### src/rtl/packet_tx_framer_if.sv
// Sample-stream bundle for packet_tx_framer: upstream payload and downstream tx.
// master = framer side, slave = environment side (source and sink).
interface packet_tx_framer_if #(
    parameter int SAMPLE_W = 12
);
    logic signed [SAMPLE_W-1:0] payload_r_i;
    logic signed [SAMPLE_W-1:0] payload_i_i;
    logic                       payload_valid_i;
    logic                       payload_ready_o;
    logic signed [SAMPLE_W-1:0] tx_r_o;
    logic signed [SAMPLE_W-1:0] tx_i_o;
    logic                       tx_valid_o;
    logic                       tx_ready_i;
    logic                       tx_sof_o;
    logic                       tx_last_o;

    modport master (
        input  payload_r_i, payload_i_i, payload_valid_i, tx_ready_i,
        output payload_ready_o, tx_r_o, tx_i_o, tx_valid_o,
        output tx_sof_o, tx_last_o
    );

    modport slave (
        output payload_r_i, payload_i_i, payload_valid_i, tx_ready_i,
        input  payload_ready_o, tx_r_o, tx_i_o, tx_valid_o,
        input  tx_sof_o, tx_last_o
    );
endinterface

### src/rtl/packet_tx_framer.sv
// Transmit framer: repeated PN preamble, pass-through payload, zero guard.
// Ports: clk, rst, start_i, payload_len_i, bus (stream if), busy_o, done_o.
module packet_tx_framer #(
    parameter int                 SAMPLE_W  = 12,
    parameter int                 SYM_LEN   = 16,
    parameter int                 NUM_REPS  = 2,
    parameter int                 GUARD_LEN = 4,
    parameter int                 AMP       = 1024,
    parameter logic [SYM_LEN-1:0] PN_SEQ    = 16'hA5C3
) (
    input  logic                clk,
    input  logic                rst,
    input  logic                start_i,
    input  logic [15:0]         payload_len_i,
    packet_tx_framer_if.master  bus,
    output logic                busy_o,
    output logic                done_o
);
    localparam int KW = $clog2(SYM_LEN);
    localparam int RW = $clog2(NUM_REPS);
    localparam int GW = $clog2(GUARD_LEN + 1);

    localparam logic [KW-1:0] K_MAX = KW'(SYM_LEN - 1);
    localparam logic [RW-1:0] R_MAX = RW'(NUM_REPS - 1);
    localparam logic [GW-1:0] G_END = GW'(GUARD_LEN);
    localparam logic [GW-1:0] G_LST = GW'(GUARD_LEN - 1);

    localparam logic signed [SAMPLE_W-1:0] AMP_P = SAMPLE_W'(AMP);
    localparam logic signed [SAMPLE_W-1:0] AMP_N = SAMPLE_W'(-AMP);

    typedef enum logic [2:0] {
        S_IDLE,
        S_PREAMBLE,
        S_PAYLOAD,
        S_GUARD,
        S_DONE
    } state_t;

    // The state names the source of the NEXT output-register load, so a
    // new source can be loaded on the same edge the previous sample
    // leaves; this keeps the stream bubble-free across phase boundaries.
    state_t                     state_q, state_d;
    logic [KW-1:0]              k_q, k_d;
    logic [RW-1:0]              rep_q, rep_d;
    logic [15:0]                rem_q, rem_d;
    logic [GW-1:0]              g_q, g_d;
    logic signed [SAMPLE_W-1:0] r_q, r_d;
    logic signed [SAMPLE_W-1:0] i_q, i_d;
    logic                       v_q, v_d;
    logic                       sof_q, sof_d;
    logic                       last_q, last_d;
    logic                       adv;
    logic                       pready;
    logic signed [SAMPLE_W-1:0] pn_smp;

    // Output register may take a new value when empty or being drained.
    assign adv    = !v_q || bus.tx_ready_i;
    assign pn_smp = PN_SEQ[k_q] ? AMP_N : AMP_P;

    always_comb begin
        state_d = state_q;
        k_d     = k_q;
        rep_d   = rep_q;
        rem_d   = rem_q;
        g_d     = g_q;
        r_d     = r_q;
        i_d     = i_q;
        v_d     = v_q;
        sof_d   = sof_q;
        last_d  = last_q;
        pready  = 1'b0;

        unique case (state_q)
            S_IDLE: begin
                if (start_i) begin
                    state_d = S_PREAMBLE;
                    rem_d   = payload_len_i;
                    r_d     = pn_smp;
                    i_d     = pn_smp;
                    v_d     = 1'b1;
                    sof_d   = 1'b1;
                    last_d  = 1'b0;
                    k_d     = k_q + KW'(1);
                    rep_d   = '0;
                end
            end
            S_PREAMBLE: begin
                if (adv) begin
                    r_d   = pn_smp;
                    i_d   = pn_smp;
                    v_d   = 1'b1;
                    sof_d = 1'b0;
                    if (k_q == K_MAX) begin
                        k_d = '0;
                        if (rep_q == R_MAX) begin
                            rep_d   = '0;
                            g_d     = '0;
                            state_d = (rem_q == 16'd0) ? S_GUARD
                                                       : S_PAYLOAD;
                        end else begin
                            rep_d = rep_q + RW'(1);
                        end
                    end else begin
                        k_d = k_q + KW'(1);
                    end
                end
            end
            S_PAYLOAD: begin
                pready = adv;
                if (adv) begin
                    if (bus.payload_valid_i) begin
                        r_d   = bus.payload_r_i;
                        i_d   = bus.payload_i_i;
                        v_d   = 1'b1;
                        sof_d = 1'b0;
                        rem_d = rem_q - 16'd1;
                        if (rem_q == 16'd1) begin
                            g_d     = '0;
                            state_d = S_GUARD;
                        end
                    end else begin
                        v_d = 1'b0;
                    end
                end
            end
            S_GUARD: begin
                if (adv) begin
                    if (g_q != G_END) begin
                        r_d    = '0;
                        i_d    = '0;
                        v_d    = 1'b1;
                        sof_d  = 1'b0;
                        last_d = (g_q == G_LST);
                        g_d    = g_q + GW'(1);
                    end else begin
                        // all guard samples loaded: this is the last beat
                        v_d     = 1'b0;
                        last_d  = 1'b0;
                        g_d     = '0;
                        state_d = S_DONE;
                    end
                end
            end
            S_DONE: begin
                state_d = S_IDLE;
            end
            default: begin
                state_d = S_IDLE;
            end
        endcase
    end

    always_ff @(posedge clk or posedge rst) begin
        if (rst) begin
            state_q <= S_IDLE;
            k_q     <= '0;
            rep_q   <= '0;
            rem_q   <= '0;
            g_q     <= '0;
            r_q     <= '0;
            i_q     <= '0;
            v_q     <= 1'b0;
            sof_q   <= 1'b0;
            last_q  <= 1'b0;
        end else begin
            state_q <= state_d;
            k_q     <= k_d;
            rep_q   <= rep_d;
            rem_q   <= rem_d;
            g_q     <= g_d;
            r_q     <= r_d;
            i_q     <= i_d;
            v_q     <= v_d;
            sof_q   <= sof_d;
            last_q  <= last_d;
        end
    end

    assign bus.tx_r_o          = r_q;
    assign bus.tx_i_o          = i_q;
    assign bus.tx_valid_o      = v_q;
    assign bus.tx_sof_o        = sof_q;
    assign bus.tx_last_o       = last_q;
    assign bus.payload_ready_o = pready;
    assign busy_o              = (state_q != S_IDLE);
    assign done_o              = (state_q == S_DONE);
endmodule

### src/flat_wrapper.sv
// flat-port wrapper written by rule: the top's interface ports become plain ports
module packet_tx_framer_flat 
#(
    parameter int                 SAMPLE_W  = 12,
    parameter int                 SYM_LEN   = 16,
    parameter int                 NUM_REPS  = 2,
    parameter int                 GUARD_LEN = 4,
    parameter int                 AMP       = 1024,
    parameter logic [SYM_LEN-1:0] PN_SEQ    = 16'hA5C3
)
  (clk, rst, start_i, payload_len_i, busy_o, done_o, bus_payload_r_i, bus_payload_i_i, bus_payload_valid_i, bus_tx_ready_i, bus_payload_ready_o, bus_tx_r_o, bus_tx_i_o, bus_tx_valid_o, bus_tx_sof_o, bus_tx_last_o);
  packet_tx_framer_if #(.SAMPLE_W(SAMPLE_W)) bus_i ();
  input  logic clk;
  input  logic rst;
  input  logic start_i;
  input  logic [15:0] payload_len_i;
  output logic busy_o;
  output logic done_o;
  input wire logic [$bits(bus_i.payload_r_i)-1:0] bus_payload_r_i;
  input wire logic [$bits(bus_i.payload_i_i)-1:0] bus_payload_i_i;
  input wire logic [$bits(bus_i.payload_valid_i)-1:0] bus_payload_valid_i;
  input wire logic [$bits(bus_i.tx_ready_i)-1:0] bus_tx_ready_i;
  output wire logic [$bits(bus_i.payload_ready_o)-1:0] bus_payload_ready_o;
  output wire logic [$bits(bus_i.tx_r_o)-1:0] bus_tx_r_o;
  output wire logic [$bits(bus_i.tx_i_o)-1:0] bus_tx_i_o;
  output wire logic [$bits(bus_i.tx_valid_o)-1:0] bus_tx_valid_o;
  output wire logic [$bits(bus_i.tx_sof_o)-1:0] bus_tx_sof_o;
  output wire logic [$bits(bus_i.tx_last_o)-1:0] bus_tx_last_o;
  assign bus_i.payload_r_i = bus_payload_r_i;
  assign bus_i.payload_i_i = bus_payload_i_i;
  assign bus_i.payload_valid_i = bus_payload_valid_i;
  assign bus_i.tx_ready_i = bus_tx_ready_i;
  assign bus_payload_ready_o = bus_i.payload_ready_o;
  assign bus_tx_r_o = bus_i.tx_r_o;
  assign bus_tx_i_o = bus_i.tx_i_o;
  assign bus_tx_valid_o = bus_i.tx_valid_o;
  assign bus_tx_sof_o = bus_i.tx_sof_o;
  assign bus_tx_last_o = bus_i.tx_last_o;
  packet_tx_framer #(.SAMPLE_W(SAMPLE_W), .SYM_LEN(SYM_LEN), .NUM_REPS(NUM_REPS), .GUARD_LEN(GUARD_LEN), .AMP(AMP), .PN_SEQ(PN_SEQ)) u_core (.clk(clk), .rst(rst), .start_i(start_i), .payload_len_i(payload_len_i), .bus(bus_i), .busy_o(busy_o), .done_o(done_o));
endmodule
### config.mk
export PLATFORM = sky130hd
export DESIGN_NAME = packet_tx_framer_flat
export DESIGN_NICKNAME = d
export VERILOG_FILES = /design/src/rtl/packet_tx_framer_if.sv /design/src/rtl/packet_tx_framer.sv /design/src/flat_wrapper.sv
export SDC_FILE = /design/constraint.sdc
export NUM_CORES = 1
export LEC_CHECK = 0
export ABC_CLOCK_PERIOD_IN_PS = 4400
export CAP_MARGIN = 15
export CORE_UTILIZATION = 54
export CTS_BUF_LIST = sky130_fd_sc_hd__clkbuf_8
export CTS_CLUSTER_SIZE = 12
export DETAILED_ROUTE_END_ITERATION = 16
export GPL_TIMING_DRIVEN = 0
export PLACE_DENSITY_LB_ADDON = 0.05
export REMOVE_ABC_BUFFERS = 1
export SLEW_MARGIN = 20
export SYNTH_ARGS = -nofsm -noshare
export SYNTH_HDL_FRONTEND = slang
export SYNTH_SLANG_ARGS = --single-unit
### constraint.sdc
create_clock -name clk -period 4.4 [get_ports clk]
set_clock_uncertainty 0.05 [all_clocks]
set_input_delay 1.1 -clock clk [delete_from_list [all_inputs] [get_ports clk]]
set_output_delay 1.1 -clock clk [all_outputs]
set_load 0.02 [all_outputs]
* After elaboration in Yosys (flattened, before gate mapping)
Memories as Yosys holds them, arrays and structs flattened.
Index checks and enable logic that the tools add are counted.
** Operators by class
- Add/subtract/negate cells :: 4
- Multiply operators :: 0
- Divide/modulo/power cells :: 0
- Magnitude comparators :: 1
- Equal/unequal tests :: 18
- Shift-type cells :: 0
- Muxes and demuxes :: 62
- Bitwise operators :: 0
- Reduce and logical (&&, ||, !) cells :: 18
** Operators with widths (count)
- two-way mux 12 bit :: 9
- one-hot mux 12 bit (4 select lines) :: 2
- two-way mux 3 bit :: 17
- two-way mux 16 bit :: 3
- one-hot mux 16 bit (2 select lines) :: 1
- two-way mux 1 bit :: 20
- equality test 16 x 1 -> 1 bit, second input constant :: 1
- logical NOT 16 bit :: 1
- subtractor 16 x 1 -> 16 bit, second input constant :: 1
- != test 2 x 1 -> 1 bit, second input constant :: 7
- two-way mux 4 bit :: 3
- one-hot mux 3 bit (4 select lines) :: 1
- equality test 3 x 2 -> 1 bit, second input constant :: 3
- one-hot mux 3 bit (3 select lines) :: 1
- AND reduction 9 bit :: 1
- one-hot mux 1 bit (4 select lines) :: 2
- one-hot mux 4 bit (2 select lines) :: 1
- AND reduction 4 bit :: 2
- AND reduction 8 bit :: 1
- AND reduction 7 bit :: 1
- != test 2 bit, second input constant :: 3
- AND reduction 3 bit :: 2
- nonzero test 2 bit :: 3
- nonzero test 3 bit :: 2
- other kinds (14) :: 15
** Word-level totals
- Flip-flop bits (word level) :: 54
- Latch bits :: 0
- Bits in writable memories :: 0
- Memory bits (read-only) :: 16
- Input bits :: 45
- Output and inout bits :: 30
- Memories kept :: 1
** Memory list
- (name not given) :: words 16, bits a word 1, rd ports 1, clocked after Yosys merged registers in 0, wr ports 0, line packet_tx_framer.sv:58 : assign pn_smp = PN_SEQ[k_q] ? AMP_N : AMP_P;

* Longest topological paths before layout
Gate-level depths: netlist of the first run.
- Depth after elaboration :: 6
- Gate-level depth with buffers :: 9

* Worst setup path after synthesis of the first run
Ideal clock, no wire load.
- Path kind :: input to output
- From :: in bus_tx_ready_i
- To :: out bus_payload_ready_o
- Arrival time :: 1.440 ns
- Slack :: 1.810 ns
- Stages on the path :: 2
- Path through :: nor2b_1 -> nor2_1
** Between the ends
- Cells in the longest elaborated chain, start to end :: 2
** RTL lines
- start, declared :: line flat_wrapper.sv:22 : input wire logic [$bits(bus_i.tx_ready_i)-1:0] bus_tx_ready_i;
- logical OR 1 bit :: line packet_tx_framer.sv:57 : assign adv = !v_q || bus.tx_ready_i;
- two-way mux 1 bit :: line packet_tx_framer.sv:73 : unique case (state_q)
- end, declared :: line flat_wrapper.sv:23 : output wire logic [$bits(bus_i.payload_ready_o)-1:0] bus_payload_ready_o;
No other way between the ends.

* Final worst setup path of the first run
- From :: reg u_core.state_q[1]
- To :: out bus_payload_ready_o
** Between the ends
- Cells in the longest elaborated chain, start to end :: 2
** RTL lines
- start, declared :: line packet_tx_framer.sv:42 : state_t state_q, state_d;
- start signal, assigned :: line packet_tx_framer.sv:166 : state_q <= state_d;
- equality test 3 x 2 -> 1 bit :: line packet_tx_framer.sv:73
- two-way mux 1 bit :: line packet_tx_framer.sv:73
No other way between the ends.

==> impl_metrics.csv, run 1 <==
group,metric,value,unit
detailed_routing,ant_nets,0,
worst_setup_path,critPathRequiredTime,3.25,ns
placed_design,gp_congestion,0.767,
power_and_ir_drop,p_leak,1.47,nW
power_and_ir_drop,seqPwrFrac,47.3,%
synth,synth_flop_cell,"dfrtp_1",
cts,cts_hold_buf,0,
synth,syn_area,2860,µm²
power_and_ir_drop,switchingPower,0.000587,W
synth,ys_types,52,
detailed_routing,drt-total-wl,6.52,mm
hold_path,min_path_type,"flip-flop to flip-flop",
synth,netlist_instances,327,
power_and_ir_drop,p_sw_share,36.2,%
timing,finalCritPeriodShare,84.2,%
synth,synthTopCellsByArea,"dfrtp_1 (47%), nand2_1 (7.4%), o21ai_0 (6.3%)",
layout,fin_nets,439,
cts,clkTransAtPathRegs,0.10,ns
power_and_ir_drop,power.density,433,nW/µm²
synth,ys.warnings.count,0,
power_and_ir_drop,p_comb_share,31.9,%
cts,cts_resized,0,
placed_design,portBuffers,74,
timing,slew_headroom,42.6,%
placed_design,dpl_cell_area,3630,µm²
worst_setup_path,cp_slowest_stage_delay,0.71,ns
cts,htree_num_levels,2,
placed_design,post-place-ws,0.705,ns
worst_setup_path,critical_path_class,"flip-flop to output port",
cts,insertion_delay,0.31,ns
worst_setup_path,cp-startpoint,"u_core.state_q[1]",
synth,synth.yosys.seq_area_share,47.3,%
worst_setup_path,end_kind,"output port",
timing,hold_violations,0,
flow_run,maxCapViolCount,0,
detailed_routing,drt_iter0_markers,115,
cts,cts_buffers,5,
worst_setup_path,critPathArrivalTime,2.55,ns
synth,synth_seq_cells,54,
power_and_ir_drop,p_clk_share,20.8,%
detailed_routing,drc,0,
floorplan,die_y,74.7,µm
hold_path,worstHoldStart,"u_core.bus.tx_i_o[3]",
synth,synth-edff-count,0,
cts,clockBufferDepth,2,
detailed_routing,viasPerCell,5.62,
cts,post_cts_buffers,0,
floorplan,initial_core_util,56.0,%
floorplan,ios,75,
floorplan,die_w,74.7,µm
layout,area_delta_synth_final,30.8,%
grt,grt_pass1_vias,2305,
cts,cts_tree,"built",
grt,grt_max_degree,55,
worst_setup_path,crit_slowest_cell,"or3b_1",
worst_setup_path,cp-start-kind,"flip-flop",
layout,fill_cells,410,
detailed_routing,first_pass_iters,4,
grt,grt_overflow_total,0,
synth,yosysTopAreaCell,"dfrtp_1",
floorplan,dieArea,5590,µm²
worst_setup_path,path_max_fanout,22,
placed_design,hpwl,4.54,mm
timing,worst_slack,0.696,ns
timing,fmax,0.270,GHz
floorplan,core_area,5110,µm²
detailed_routing,route.vias.total,2574,
timing,tns,0,ns
floorplan,rows,26,
cts,cts_sinks,54,
timing,grt_setup_unrepaired,"no",
layout,final_area,3740,µm²
power_and_ir_drop,ir_worst_vdd,0.360,mV
worst_setup_path,reg2reg_from,"u_core.state_q[0]",
synth,synth.avg_cell_area,8.74,µm²
timing,finalSetupViolCount,0,
layout,layout-drive-gt1-share,4.12,%
grt,track_usage,24.7,%
worst_setup_path,crit_chain,"or3b_1, nor2_1, clkdlybuf4s50_1",
outcome,outcome,"finished, final reports clean",
grt,grt_antenna_before_repair,0,
timing,post-route-min-period,3.70,ns
cts,root_buffer,"clkbuf_8",
layout,diodes,0,
timing,tightest_slew,0.860,ns
detailed_routing,wire_per_inst,14.2,µm
power_and_ir_drop,internal_power,0.00103,W
grt,grt_pass1_wl,10.6,mm
synth,synthArstFlopShare,100,%
timing,finalMaxSlewViolations,0,
synth,synth_top_area_share,47.3,%
==> synth_stat cells, types with 4 or more instances <==
cell and number:
a21oi_1 28, buf_2 11, clkbuf_1 10, dfrtp_1 54, ha_1 7, inv_1 13, nand2_1 56, nand3_1 5
nand4_1 4, nor2_1 18, nor3_1 12, nor4_1 4, o21ai_0 36, o21ai_1 6, o2bb2ai_1 4
==> cells in the final DEF, fill, tap and decap left out, drive strengths merged, types with 3 or more instances in the layout <==
cell           count
a21oi             28
clkdlybuf4s50     74
nor3b              3
nor4               5
o22ai              3
nand3              5
nand4              4
a2bb2oi            3
nand2             56
o2bb2ai            4
nor2              18
inv               14
clkbuf             5
dfrtp             54
and2               3
o21ai             42
ha                 7
nor3              13
a31oi              3
nand2b             3
==> worst max-delay path: cells and delay by family (launching register included) <==
| family | cells | cell delay [ns] |
|---|---|---|
| DFF | 1 | 0.67 |
| and+or+nand+nor | 2 | 0.94 |
| buffers and inverters | 1 | 0.62 |
==> per-layer routing <==
| metal | vias to the layer above | track usage (%) | routed length (µm) |
|---|---|---|---|
| li1 | 1287 | - | - |
| met1 | 1209 | 32.6 | 3030 |
| met2 | 73 | 42.0 | 3020 |
| met3 | 5 | 5.09 | 409 |
| met4 | 0 | 6.08 | 62 |
| met5 | - | 0 | 0 |
==> cell type report <==
| cell class | count | area [µm²] | share of cell area [%] |
|---|---|---|---|
| clock inverter | 3 | 41.3 | 1.10 |
| tap | 70 | 87.6 | 2.34 |
| sequential | 54 | 1350 | 36.1 |
| multi-input combinational | 238 | 1370 | 36.6 |
| timing repair buffer | 75 | 768 | 20.5 |
| clock buffer | 5 | 68.8 | 1.84 |
| inverter | 13 | 51.3 | 1.37 |
==> cell families (layout without fill, tap and decap cells) <==
group           after synthesis  in the layout  share of synthesized area (%)
simple gates                120            120                           19.9
mux                           4              4                           1.49
xor+xnor                      2              2                          0.613
flops                        54             54                           47.3
buf+inv                      35             96                           5.34
compound gates              105            105                           22.3
fa+ha+maj                     7              7                           3.06
==> path summary, 6_finish.rpt <==
path,depth (start not counted),slack (ns),end
worst min register to register,2,0.43,u_core.bus.tx_i_o[3]
min in group asynchronous,2,1.19,u_core.bus.tx_r_o[0]
worst max-delay path,3,0.70,bus_payload_ready_o
max in group asynchronous,2,2.68,u_core.g_q[1]
worst min-delay path,2,0.43,u_core.bus.tx_i_o[3]
worst max register to register,4,1.13,u_core.bus.tx_sof_o
==> sequential cells by signal (all words and copies together), names as in the netlist <==
register and cells:
u_core.bus.tx_valid_o 1, u_core.bus.tx_sof_o 1, u_core.bus.tx_i_o 12, u_core.k_q 4, u_core.state_q 3, u_core.rem_q 16
u_core.bus.tx_r_o 12, u_core.g_q 3, u_core.bus.tx_last_o 1, u_core.rep_q 1
==> stage by stage <==
stage	utilization [%]	hold WS, ns	power (W)	std cells
2_1_floorplan	-	0.421	0.00108	305
3_3_place_gp	70.1	0.411	0.00125	449
3_5_place_dp	71.0	0.420	0.00129	450
4_1_cts	73.2	0.444	0.00162	458
5_1_grt	73.2	0.471	0.00172	458
6_report	73.2	0.434	0.00162	458
==> power by group through the flow <==
stage / logic (W) / registers (W) / clock network [W]
finish: 0.000516 / 0.000767 / 0.000337
detailed placement: 0.000513 / 0.000773 / 0
CTS: 0.000516 / 0.000763 / 0.000342
floorplan: 0.000314 / 0.000769 / 0
global placement: 0.000489 / 0.000764 / 0
global route: 0.000572 / 0.000788 / 0.000361
Power figures use the tool's default switching activity.
==> run 2, diff against run 1 <==
ABC_CLOCK_PERIOD_IN_PS = 3500   (was 4400)
CORE_UTILIZATION = 50   (was 54)
clock period = 3.5 ns   (was 4.4 ns; I/O delays follow)
==> run 2 against run 1 <==
Compared with the run above: non-clock buffer count unchanged; register-to-register slack got worse by 0.54 ns; clock power increased by 24%; critical path depth unchanged; clock-buffer cell count unchanged; critical path type unchanged.
==> impl_metrics.csv, run 2 (synthesized netlist as in run 1, its figures left out) <==
group,metric,value,unit
worst_setup_path,crit_family,"simple AND/OR/NAND/NOR gates",
detailed_routing,ant_nets,0,
cts,cts_tree,"built",
layout,fill_cells,474,
power_and_ir_drop,ir_worst_vdd,0.366,mV
layout,instances_no_fill,460,
detailed_routing,first_pass_iters,4,
detailed_routing,wire_per_inst,13.8,µm
detailed_routing,drt-total-wl,6.36,mm
timing,grt_setup_unrepaired,"no",
floorplan,ios,75,
cts,htree_num_levels,2,
layout,multi_input_comb_area,1370,µm²
layout,diodes,0,
layout,largest_register,"u_core.rem_q",
layout,seqCellArea,1350,µm²
placed_design,placed_cells,452,
power_and_ir_drop,p_leak,1.47,nW
grt,track_usage,22.4,%
detailed_routing,drt_iter0_markers,156,
outcome,outcome,"finished, final reports clean",
floorplan,rows,27,
timing,finalMaxSlewViolations,0,
worst_setup_path,critPathArrivalTime,2.29,ns
worst_setup_path,critPathRequiredTime,2.57,ns
cts,clockBufferDepth,2,
worst_setup_path,crit_slowest_cell,"or3b_4",
worst_setup_path,cp_slowest_stage_delay,0.61,ns
layout,area_delta_synth_final,30.8,%
flow_run,maxCapViolCount,0,
worst_setup_path,crit_chain,"or3b_4, nor2_1, clkdlybuf4s50_1",
hold_path,min_path_type,"flip-flop to flip-flop",
timing,hold_violations,0,
grt,grt_max_degree,55,
floorplan,dieArea,6020,µm²
layout,layout_common_cells,"clkdlybuf4s50_1 (74), nand2_1 (56), dfrtp_1 (53)",
detailed_routing,route.vias.total,2572,
worst_setup_path,reg2reg_from,"u_core.state_q[0]",
detailed_routing,viasPerCell,5.59,
floorplan,initial_core_util,51.9,%
timing,slew_headroom,42.4,%
placed_design,gp_congestion,0.801,
timing,tns,0,ns
placed_design,portBuffers,74,
layout,layout-drive-gt1-share,4.64,%
cts,cts_sinks,54,
detailed_routing,drc,0,
cts,insertion_delay,0.31,ns
hold_path,worstHoldStart,"u_core.bus.tx_i_o[7]",
placed_design,hpwl,4.37,mm
timing,finalSetupViolCount,0,
layout,fin_nets,439,
floorplan,die_w,77.6,µm
cts,clkTransAtPathRegs,0.10,ns
worst_setup_path,path_max_fanout,22,
grt,grt_pass1_vias,2346,
timing,finalCritPeriodShare,91.8,%
worst_setup_path,cp-start-kind,"flip-flop",
worst_setup_path,critical_path_class,"flip-flop to output port",
grt,grt_pass1_wl,10.9,mm
grt,grt_overflow_total,0,
timing,tightest_slew,0.857,ns
power_and_ir_drop,power.density,539,nW/µm²
floorplan,core_area,5510,µm²
floorplan,die_y,77.6,µm
cts,cts_buffers,5,
grt,grt_antenna_before_repair,0,
timing,fmax,0.311,GHz
worst_setup_path,end_kind,"output port",
worst_setup_path,cp-startpoint,"u_core.state_q[0]",
layout,layout_commonest_cell,"clkdlybuf4s50_1",
layout,largest_reg_flops,16,
worst_setup_path,path_buf_inv,1,
cts,root_buffer,"clkbuf_8",
timing,post-route-min-period,3.21,ns
[run 2: cell count changes in the layout (fill, tap and decap cells not counted)]
| cell | before | now |
|---|---|---|
| or3b_4 | 0 | 1 |
| dfrtp_1 | 54 | 53 |
| buf_16 | 1 | 0 |
| or3b_1 | 1 | 0 |
| buf_12 | 0 | 1 |
| dfrtp_2 | 0 | 1 |
[run 2: worst reg2reg max path, cell delays in order, from the launching register on]
cell and delay (ns):
dfrtp_1 0.73, or3b_4 0.41, a21oi_1 0.14, or4b_2 1.10, a22o_1 0.39
[run 2: metrics by stage]
step                hold slack [ns]  worst slack, ns  total power, W  area, µm²  utilization [%]
floorplan                     0.421            0.597         0.00136       2750                -
global placement              0.412           -0.428         0.00158       3580             65.1
detailed placement            0.420           0.0281         0.00161       3620             65.8
CTS                           0.443           0.0472         0.00202       3730             67.8
global route                  0.467            0.187         0.00216       3740             67.9
finish                        0.436            0.285         0.00201       3740             67.9
[run 2: metal layers]
metal / GRT usage [%] / routed length (µm)
met2: 35.2 / 2880
met4: 5.09 / 45
met1: 32.1 / 3170
met5: 0 / 0
met3: 4.24 / 267
[run 2: worst paths after layout]
check / to / slack (ns) / cells after the start
setup / recovery: bus_payload_ready_o / 0.29 / 3
min in group asynchronous: u_core.bus.tx_r_o[1] / 0.98 / 2
max in group asynchronous: u_core.state_q[1] / 1.95 / 2
hold / removal: u_core.bus.tx_i_o[7] / 0.44 / 2
hold reg to reg: u_core.bus.tx_i_o[7] / 0.44 / 2
setup reg to reg: u_core.bus.tx_sof_o / 0.59 / 4
[run 2: final cells by class]
cell class / instances / area share (%)
multi-input combinational: 238 / 36.7
sequential: 54 / 36.2
timing repair buffer: 75 / 20.4
tap: 72 / 2.41
clock buffer: 5 / 1.84
inverter: 13 / 1.37
clock inverter: 3 / 1.10
[run 2: what timing repair did]
item                                    4_1_cts  5_1_grt
hold buffers                                  0        0
buffers inserted                              0        0
resized for setup                             0        3
endpoints found under the setup margin        0        3
[run 2: power by group]
| group | switching, W | internal, W | total (W) |
|---|---|---|---|
| Clock | 0.000206 | 0.000211 | 0.000417 |
| Combinational | 0.000325 | 0.000308 | 0.000633 |
| Sequential | 0.000184 | 0.000780 | 0.000965 |
| Total | 0.000715 | 0.00130 | 0.00201 |
